### config.mk
export PLATFORM = sky130hd
export DESIGN_NAME = pipe_ctrl
export DESIGN_NICKNAME = d
export VERILOG_FILES = /design/src/rtl/pipe_ctrl_pkg.sv /design/src/rtl/pipe_ctrl_mc_counter.sv /design/src/rtl/pipe_ctrl.sv
export SDC_FILE = /design/constraint.sdc
export NUM_CORES = 1
export LEC_CHECK = 0
export ABC_CLOCK_PERIOD_IN_PS = 6700
export CORE_ASPECT_RATIO = 0.7
export CORE_UTILIZATION = 43
export DETAILED_ROUTE_END_ITERATION = 16
export PLACE_DENSITY = 0.83
export SETUP_SLACK_MARGIN = 0.15
export SLEW_MARGIN = 20
export SYNTH_ARGS = -nofsm -noshare
export SYNTH_HDL_FRONTEND = slang
export SYNTH_SLANG_ARGS = --single-unit
### constraint.sdc
create_clock -name clk -period 6.7 [get_ports clk]
set_input_delay 1.34 -clock clk [delete_from_list [all_inputs] [get_ports clk]]
set_output_delay 1.34 -clock clk [all_outputs]
set_load 0.005 [all_outputs]
### src/rtl/pipe_ctrl_pkg.sv
// Shared definitions for the pipeline hazard/stall controller:
// stall masks, EX sequencer state encodings and the priority mask helper.
package pipe_ctrl_pkg;

  localparam logic avail   = 1'b1;
  localparam logic unavail = 1'b0;

  localparam logic [5:0] STALL_NONE = 6'b000000;
  localparam logic [5:0] STALL_ID   = 6'b000111;
  localparam logic [5:0] STALL_EX   = 6'b001111;
  localparam logic [5:0] STALL_MEM  = 6'b011111;

  typedef enum logic {
    EXC_IDLE = 1'b0,
    EXC_WAIT = 1'b1
  } exc_state_t;

  // MEM outranks EX, EX outranks ID; a deeper hold covers the shallower one.
  function automatic logic [5:0] stall_mask(input logic mem, input logic ex, input logic id);
    logic [5:0] m;
    m = STALL_NONE;
    if (mem)     m = STALL_MEM;
    else if (ex) m = STALL_EX;
    else if (id) m = STALL_ID;
    return m;
  endfunction

endpackage

### src/rtl/pipe_ctrl_mc_counter.sv
// Fixed-latency multi-cycle EX sequencer: holds the pipe while the op runs
// and flags the result cycle. Frozen (no progress, no done) while MEM stalls.
module pipe_ctrl_mc_counter
  import pipe_ctrl_pkg::*;
#(
  parameter int unsigned MC_LAT = 4
) (
  input  logic clk,
  input  logic rst,
  input  logic i_start,
  input  logic i_freeze,
  output logic o_ex_stall,
  output logic o_mc_done
);

  localparam int unsigned CW = $clog2(MC_LAT + 1);

  exc_state_t    r_state;
  exc_state_t    w_next_state;
  logic [CW-1:0] r_cnt;
  logic [CW-1:0] w_next_cnt;

  always_ff @(posedge clk or posedge rst) begin
    if (rst) begin
      r_state <= EXC_IDLE;
      r_cnt   <= '0;
    end else begin
      r_state <= w_next_state;
      r_cnt   <= w_next_cnt;
    end
  end

  always_comb begin
    w_next_state = r_state;
    w_next_cnt   = r_cnt;
    if (!i_freeze) begin
      case (r_state)
        EXC_IDLE: begin
          if (i_start) begin
            w_next_state = EXC_WAIT;
            w_next_cnt   = CW'(MC_LAT - 1);
          end
        end
        EXC_WAIT: begin
          if (r_cnt > CW'(1)) begin
            w_next_cnt = r_cnt - CW'(1);
          end else begin
            w_next_state = EXC_IDLE;
            w_next_cnt   = '0;
          end
        end
        default: w_next_state = EXC_IDLE;
      endcase
    end
  end

  // Start-cycle stall is asserted even when frozen; the MEM mask dominates it anyway.
  always_comb begin
    o_ex_stall = 1'b0;
    o_mc_done  = unavail;
    case (r_state)
      EXC_IDLE: o_ex_stall = i_start;
      EXC_WAIT: begin
        if (r_cnt > CW'(1)) o_ex_stall = 1'b1;
        else                o_mc_done  = i_freeze ? unavail : avail;
      end
      default: o_ex_stall = 1'b0;
    endcase
  end

endmodule

### src/rtl/pipe_ctrl.sv
// Central hazard/stall controller: stall priority mux, bounded MEM wait,
// branch flush/redirect and a stalled-cycle counter.
module pipe_ctrl
  import pipe_ctrl_pkg::*;
#(
  parameter int unsigned MC_LAT      = 4,
  parameter int unsigned MEM_TIMEOUT = 8
) (
  input  logic        clk,
  input  logic        rst,
  input  logic        stallreq_id,
  input  logic        ex_mc_start,
  input  logic        branch_taken,
  input  logic [31:0] branch_target,
  input  logic        mem_req,
  input  logic        mem_ack,
  output logic [5:0]  stall,
  output logic        flush,
  output logic [31:0] new_pc,
  output logic        mc_done,
  output logic        mem_err,
  output logic [31:0] stall_cycles
);

  localparam int unsigned WCW = $clog2(MEM_TIMEOUT + 1);

  logic [WCW-1:0] r_wait_cnt;
  logic [31:0]    r_stall_cycles;
  logic           w_wait_active;
  logic           w_mem_stall;
  logic           w_timeout;
  logic           w_ex_stall;
  logic           w_mc_done;
  logic           w_flush;
  logic           w_id_stall;
  logic [5:0]     w_stall;

  assign w_wait_active = mem_req && !mem_ack;
  assign w_mem_stall   = w_wait_active && (r_wait_cnt < WCW'(MEM_TIMEOUT - 1));
  assign w_timeout     = w_wait_active && !w_mem_stall;

  // Counts consecutive MEM-wait cycles; any non-stall cycle (ack, idle, timeout) clears it.
  always_ff @(posedge clk or posedge rst) begin
    if (rst)              r_wait_cnt <= '0;
    else if (w_mem_stall) r_wait_cnt <= r_wait_cnt + WCW'(1);
    else                  r_wait_cnt <= '0;
  end

  pipe_ctrl_mc_counter #(
    .MC_LAT(MC_LAT)
  ) u_mc_counter (
    .clk       (clk),
    .rst       (rst),
    .i_start   (ex_mc_start),
    .i_freeze  (w_mem_stall),
    .o_ex_stall(w_ex_stall),
    .o_mc_done (w_mc_done)
  );

  // A branch only redirects when EX advances; a flushed ID instruction cannot cause a load-use stall.
  assign w_flush    = branch_taken && !(w_mem_stall || w_ex_stall);
  assign w_id_stall = stallreq_id && !w_flush;
  assign w_stall    = stall_mask(w_mem_stall, w_ex_stall, w_id_stall);

  always_ff @(posedge clk or posedge rst) begin
    if (rst)             r_stall_cycles <= '0;
    else if (w_stall[0]) r_stall_cycles <= r_stall_cycles + 32'd1;
  end

  assign stall        = rst ? STALL_NONE : w_stall;
  assign flush        = !rst && w_flush;
  assign new_pc       = (!rst && w_flush) ? branch_target : 32'd0;
  assign mc_done      = !rst && w_mc_done;
  assign mem_err      = !rst && w_timeout;
  assign stall_cycles = r_stall_cycles;

endmodule

# --- After elaboration in Yosys (flattened, before gate mapping) ---
# Index checks and enable logic that the tools add are counted.
word_totals:
  wordCells: 43
  reg_bits: 40
  inputBits: 39
classes:
  bitwise_logic: 2
  addsub: 3
  order_cmp: 2
  n_eq_ne: 1
  muxes: 16
  n_reduce_logical: 15
ops:
  columns: ["operator", "count"]
  rows:
  - ["$add 32x1->32 const B", 1]
  - ["$mux 32", 1]
  - ["$mux 3", 3]
  - ["$logic_and 1x1->1", 8]
  - ["$mux 4", 2]
  - ["$mux 6", 1]
  - ["$pmux 3 s2", 1]
  - ["$logic_not 1->1", 5]
  - ["$mux 1", 5]
  - ["$mux 5", 1]
  - ["$add 4x1->4 const B", 1]
  - ["$lt 4x3->1 const B", 1]
  - ["$pmux 1 s2", 2]
  - ["$gt 3x1->1 const B", 1]
  - ["$sub 3x1->3 const B", 1]
  - ["$ne 2x2->1 const B", 1]
  - ["$not 1->1", 2]
  - ["$reduce_and 2->1", 1]
  - ["$logic_or 1x1->1", 1]

# --- Logic depth before layout (Yosys ltp) ---
depth:
  depth_word: 12
  depth_mapped: 7

# --- By module ---
# Synthesis repeated with hierarchy kept, for this count alone.
hier_totals:
  cells_unflattened: 230
  area_unflattened_um2: 2210.9
by_module_without_submodules:
  columns: ["mod", "n_inst", "area_per_inst_um2", "cells_per_inst"]
  rows:
  - ["pipe_ctrl", 1, 1943.1, 201]
  - ["pipe_ctrl_mc_counter", 1, 267.8, 29]

# --- Worst setup path before layout ---
# No wires, ideal clock.
synth_path:
  kind: "input to output"
  from: "input port rst"
  to: "output port new_pc[12]"
  stages: 4
  slack_ns: 2.403
  n_path_buf: 1
  arrival_time_ns: 2.957
  cell_sequence: "inv_1 > and4_1 > clkbuf_1 > and2_1"
synth_via:
  elab_chain_len: 3
synth_rtl:
  columns: ["element", "line_no", "rtl"]
  rows:
  - ["from (decl)", "pipe_ctrl.sv:10", "input logic rst,"]
  - ["$logic_not 1->1", "pipe_ctrl.sv:72", "assign new_pc = (!rst && w_flush) ? branch_target : 32'd0;"]
  - ["$logic_and 1x1->1", "pipe_ctrl.sv:72", null]
  - ["$mux 32", "pipe_ctrl.sv:72", null]
  - ["to (decl)", "pipe_ctrl.sv:19", "output logic [31:0] new_pc,"]
# No other way between the ends.

# --- Final worst setup path ---
layout_path:
  from: "input port mem_req"
  to: "output port new_pc[13]"
layout_via:
  elab_chain_len: 7
layout_rtl:
  columns: ["element", "line_no", "rtl"]
  rows:
  - ["from (decl)", "pipe_ctrl.sv:15", "input logic mem_req,"]
  - ["$logic_and 1x1->1", "pipe_ctrl.sv:38", "assign w_wait_active = mem_req && !mem_ack;"]
  - ["$logic_and 1x1->1", "pipe_ctrl.sv:39", "assign w_mem_stall = w_wait_active && (r_wait_cnt < WCW'(MEM_TIMEOUT - 1));"]
  - ["$logic_or 1x1->1", "pipe_ctrl.sv:61", "assign w_flush = branch_taken && !(w_mem_stall || w_ex_stall);"]
  - ["$logic_not 1->1", "pipe_ctrl.sv:61", null]
  - ["$logic_and 1x1->1", "pipe_ctrl.sv:61", null]
  - ["$logic_and 1x1->1", "pipe_ctrl.sv:72", null]
  - ["$mux 32", "pipe_ctrl.sv:72", null]
# No other way between the ends.

==> flow_metrics.py <==
metrics = {
    "clock_network": {
        "cts_hold_buf": 0,
        "clkTransAtPathRegs_ns": 0.07,
        "cts_tree": "built",
        "cts_setup_buffers": 0,
        "cts.sinks": 40,
        "cts-htree-levels": 2,
        "cts_buffers": 5,
        "clk_latency_ns": 0.29,
        "cts-root-buf": "clkbuf_8",
        "clockBufferDepth": 2,
        "cts_resized": 0,
    },
    "pwr": {
        "ir_drop_uv": 211,
        "switching_share_pct": 35.4,
        "p_seq_share_pct": 39.8,
        "pwr_density_cell_nw_per_um2": 250,
        "power_leakage_nw": 1.48,
        "switching_power_mw": 0.306,
        "clkPwrFrac_pct": 17.4,
        "p_int_mw": 0.558,
        "power_frac_comb_pct": 42.8,
    },
    "logic_synthesis": {
        "async_flop_share_pct": 100,
        "synth_area_um2": 2230,
        "syn-num-nets": 273,
        "yosys.cell_types.count": 46,
        "yosysMostFrequentCell": "dfrtp_1",
        "synth-seq-cells": 40,
        "ys_top_cells_by_count": "dfrtp_1, and2_1, nor2_1, xnor2_1, nand2_1",
        "synth-seq-area-share_pct": 44.9,
        "synth_edf_count": 0,
        "synth_top_area_share_pct": 44.9,
        "ys_warn_count": 0,
        "ys.flop_type": "dfrtp_1",
        "syn_inst": 230,
        "syn_avg_cell_area_um2": 9.68,
        "yosysTopAreaCell": "dfrtp_1",
        "synthTopCellsByArea": "dfrtp_1, and2_1, xnor2_1, xor2_1, nor2_1",
    },
    "route": {
        "dr.pass1.iters": 4,
        "wirelength_um": 6250,
        "drc": 0,
        "routed_wire_length_per_instance_um": 15.3,
        "vias": 1991,
        "avgViaCountPerCell": 4.87,
        "antenna_left": 0,
        "initialDrtViolationCount": 83,
    },
    "sta": {
        "grt_setup_unrepaired": "false",
        "setup_viol": 0,
        "period_share_pct": 77.0,
        "worst_pin_slew_ns": 0.811,
        "max_freq_mhz": 194,
        "slew_viol_final": 0,
        "min_period_ns": 5.16,
        "hold_viol_final": 0,
        "max_slew_margin_pct": 45.9,
        "finalClockSkew_ns": 0.00562,
        "fin_tns_setup_ns": 0,
    },
    "global_route": {
        "grt_pass1_wl_um": 10100,
        "antenna_found_initial": 0,
        "grt_max_degree": 41,
        "grt_overflow": 0,
        "track_usage_pct": 24.1,
        "grt_pass1_vias": 1932,
    },
    "floorplanning": {
        "io_pins": 112,
        "die_w_um": 88.0,
        "die_area_um2": 5480,
        "die_h_um": 62.2,
        "start_util_pct": 45.6,
        "rows": 21,
        "core_um2": 4890,
    },
    "cells_and_area": {
        "drive_gt1_share_pct": 6.76,
        "syn2layout_area_growth_pct": 55.3,
        "diodes": 0,
        "final_nets": 383,
        "final-seq-area_um2": 1000,
        "nFillCells": 395,
        "multi_input_area_um2": 1140,
        "utilization_pct": 70.8,
    },
    "critical_path": {
        "crit_path_end_kind": "output pin",
        "critical_path.cell_chain": "clkdlybuf4s50_1 > nor2b_1 > nand2_1 > and4_1 > and2_1 > clkdlybuf4s50_1",
        "cp.required_ns": 5.36,
        "crit_type": "in2out",
        "critPathMaxFanout": 33,
        "reg2regPathDepth": 6,
        "timing.rr.end": "stall_cycles[4]",
        "endpoint": "new_pc[13]",
        "max_stage_delay_ns": 0.58,
        "r2r_slack_ns": 4.38,
        "cp.arrival_ns": 3.82,
        "crit_path_frequent_cell": "clkdlybuf4s50_1",
        "slowest_stage": "and4_1",
        "critPathLaunchType": "primary input",
        "worstReg2RegStart": "r_wait_cnt[0]",
        "startpoint": "mem_req",
    },
    "place": {
        "dpl.hpwl_um": 4890,
        "gp_congestion": 0.843,
        "io_buffers": 110,
    },
    "min_path": {
        "hold_path_class": "reg2reg",
    },
    "flow_run": {
        "max_cap_violations": 0,
    },
    "status": {
        "outcome": "finished clean",
    },
}
logic make-up (layout without fill, tap and decap cells):
logic type	Yosys count	after routing	synth area share (%)
and+or+nand+nor	115	115	29.7
DFF	40	40	44.9
xor gates and xnor gates	31	31	12.2
AOI/OAI and AO/OA	19	19	6.12
buffers and inverters	18	128	3.71
adders and majority gates	4	4	2.25
muxes	2	2	0.955
other	1	1	0.168
layout by cell type, fill, tap and decap left out, drive strengths merged, types with 3 or more instances in the layout:
master / instances
nor3: 9
and3: 4
and2: 33
a21oi: 5
and4: 3
xnor2: 19
nor2: 23
ha: 4
dfrtp: 40
nand2: 16
nand3: 12
clkbuf: 5
xor2: 12
o21ai: 3
inv: 10
clkdlybuf4s50: 110
nand4: 7
per-layer routing:
layer	wire (um)	global-route usage, %
met5	0	0
met4	59	4.84
met3	352	6.25
met2	2910	37.5
met1	2930	34.0
sequential cells by signal, indices dropped and copies added (netlist names):
name,cells
u_mc_counter.r_cnt,3
u_mc_counter.r_state,1
stall_cycles,32
r_wait_cnt,4
how the worst min path moves through the flow:
stage,startpoint,endpoint,slack (ns),cells past startpoint
final,stall_cycles[31],stall_cycles[31],0.47,1
after floorplan,r_wait_cnt[0],r_wait_cnt[0],0.43,1
after detailed placement,stall_cycles[31],stall_cycles[31],0.46,1
after global placement,r_wait_cnt[0],r_wait_cnt[0],0.45,1
after global routing,stall_cycles[31],stall_cycles[31],0.48,1
after CTS,r_wait_cnt[0],r_wait_cnt[0],0.47,1
power by group through the flow:
stage          clock network, mW  logic, mW  registers (mW)
6_report                   0.150      0.370           0.344
2_1_floorplan                  0      0.198           0.333
5_1_grt                    0.164      0.403           0.352
4_1_cts                    0.153      0.372           0.343
3_5_place_dp                   0      0.365           0.346
3_3_place_gp                   0      0.357           0.342
metrics by stage:
step                hold WS (ns)  total power [mW]  setup slack [ns]  instances  cell area (um2)
CTS                        0.470             0.868              1.56        409             3460
global placement           0.454             0.699              1.66        402             3380
global route               0.481             0.919              1.38        409             3460
floorplan                  0.433             0.531              2.40        230             2230
finish                     0.470             0.864              1.54        409             3460
detailed placement         0.457             0.712              1.57        402             3380
layout make-up:
class,instances,area share [%]
Multi-Input combinational cell,172,33.1
Timing Repair Buffer,111,32.1
Sequential cell,40,28.9
Tap cell,69,2.50
Clock buffer,5,1.99
Inverter,10,1.09
Clock inverter,2,0.362
critical path: cells and delay by family:
kind	cells	cell delay (ns)
buffers and inverters	2	0.92
and+or+nand+nor	4	1.56
Power figures use the tool's default switching activity.
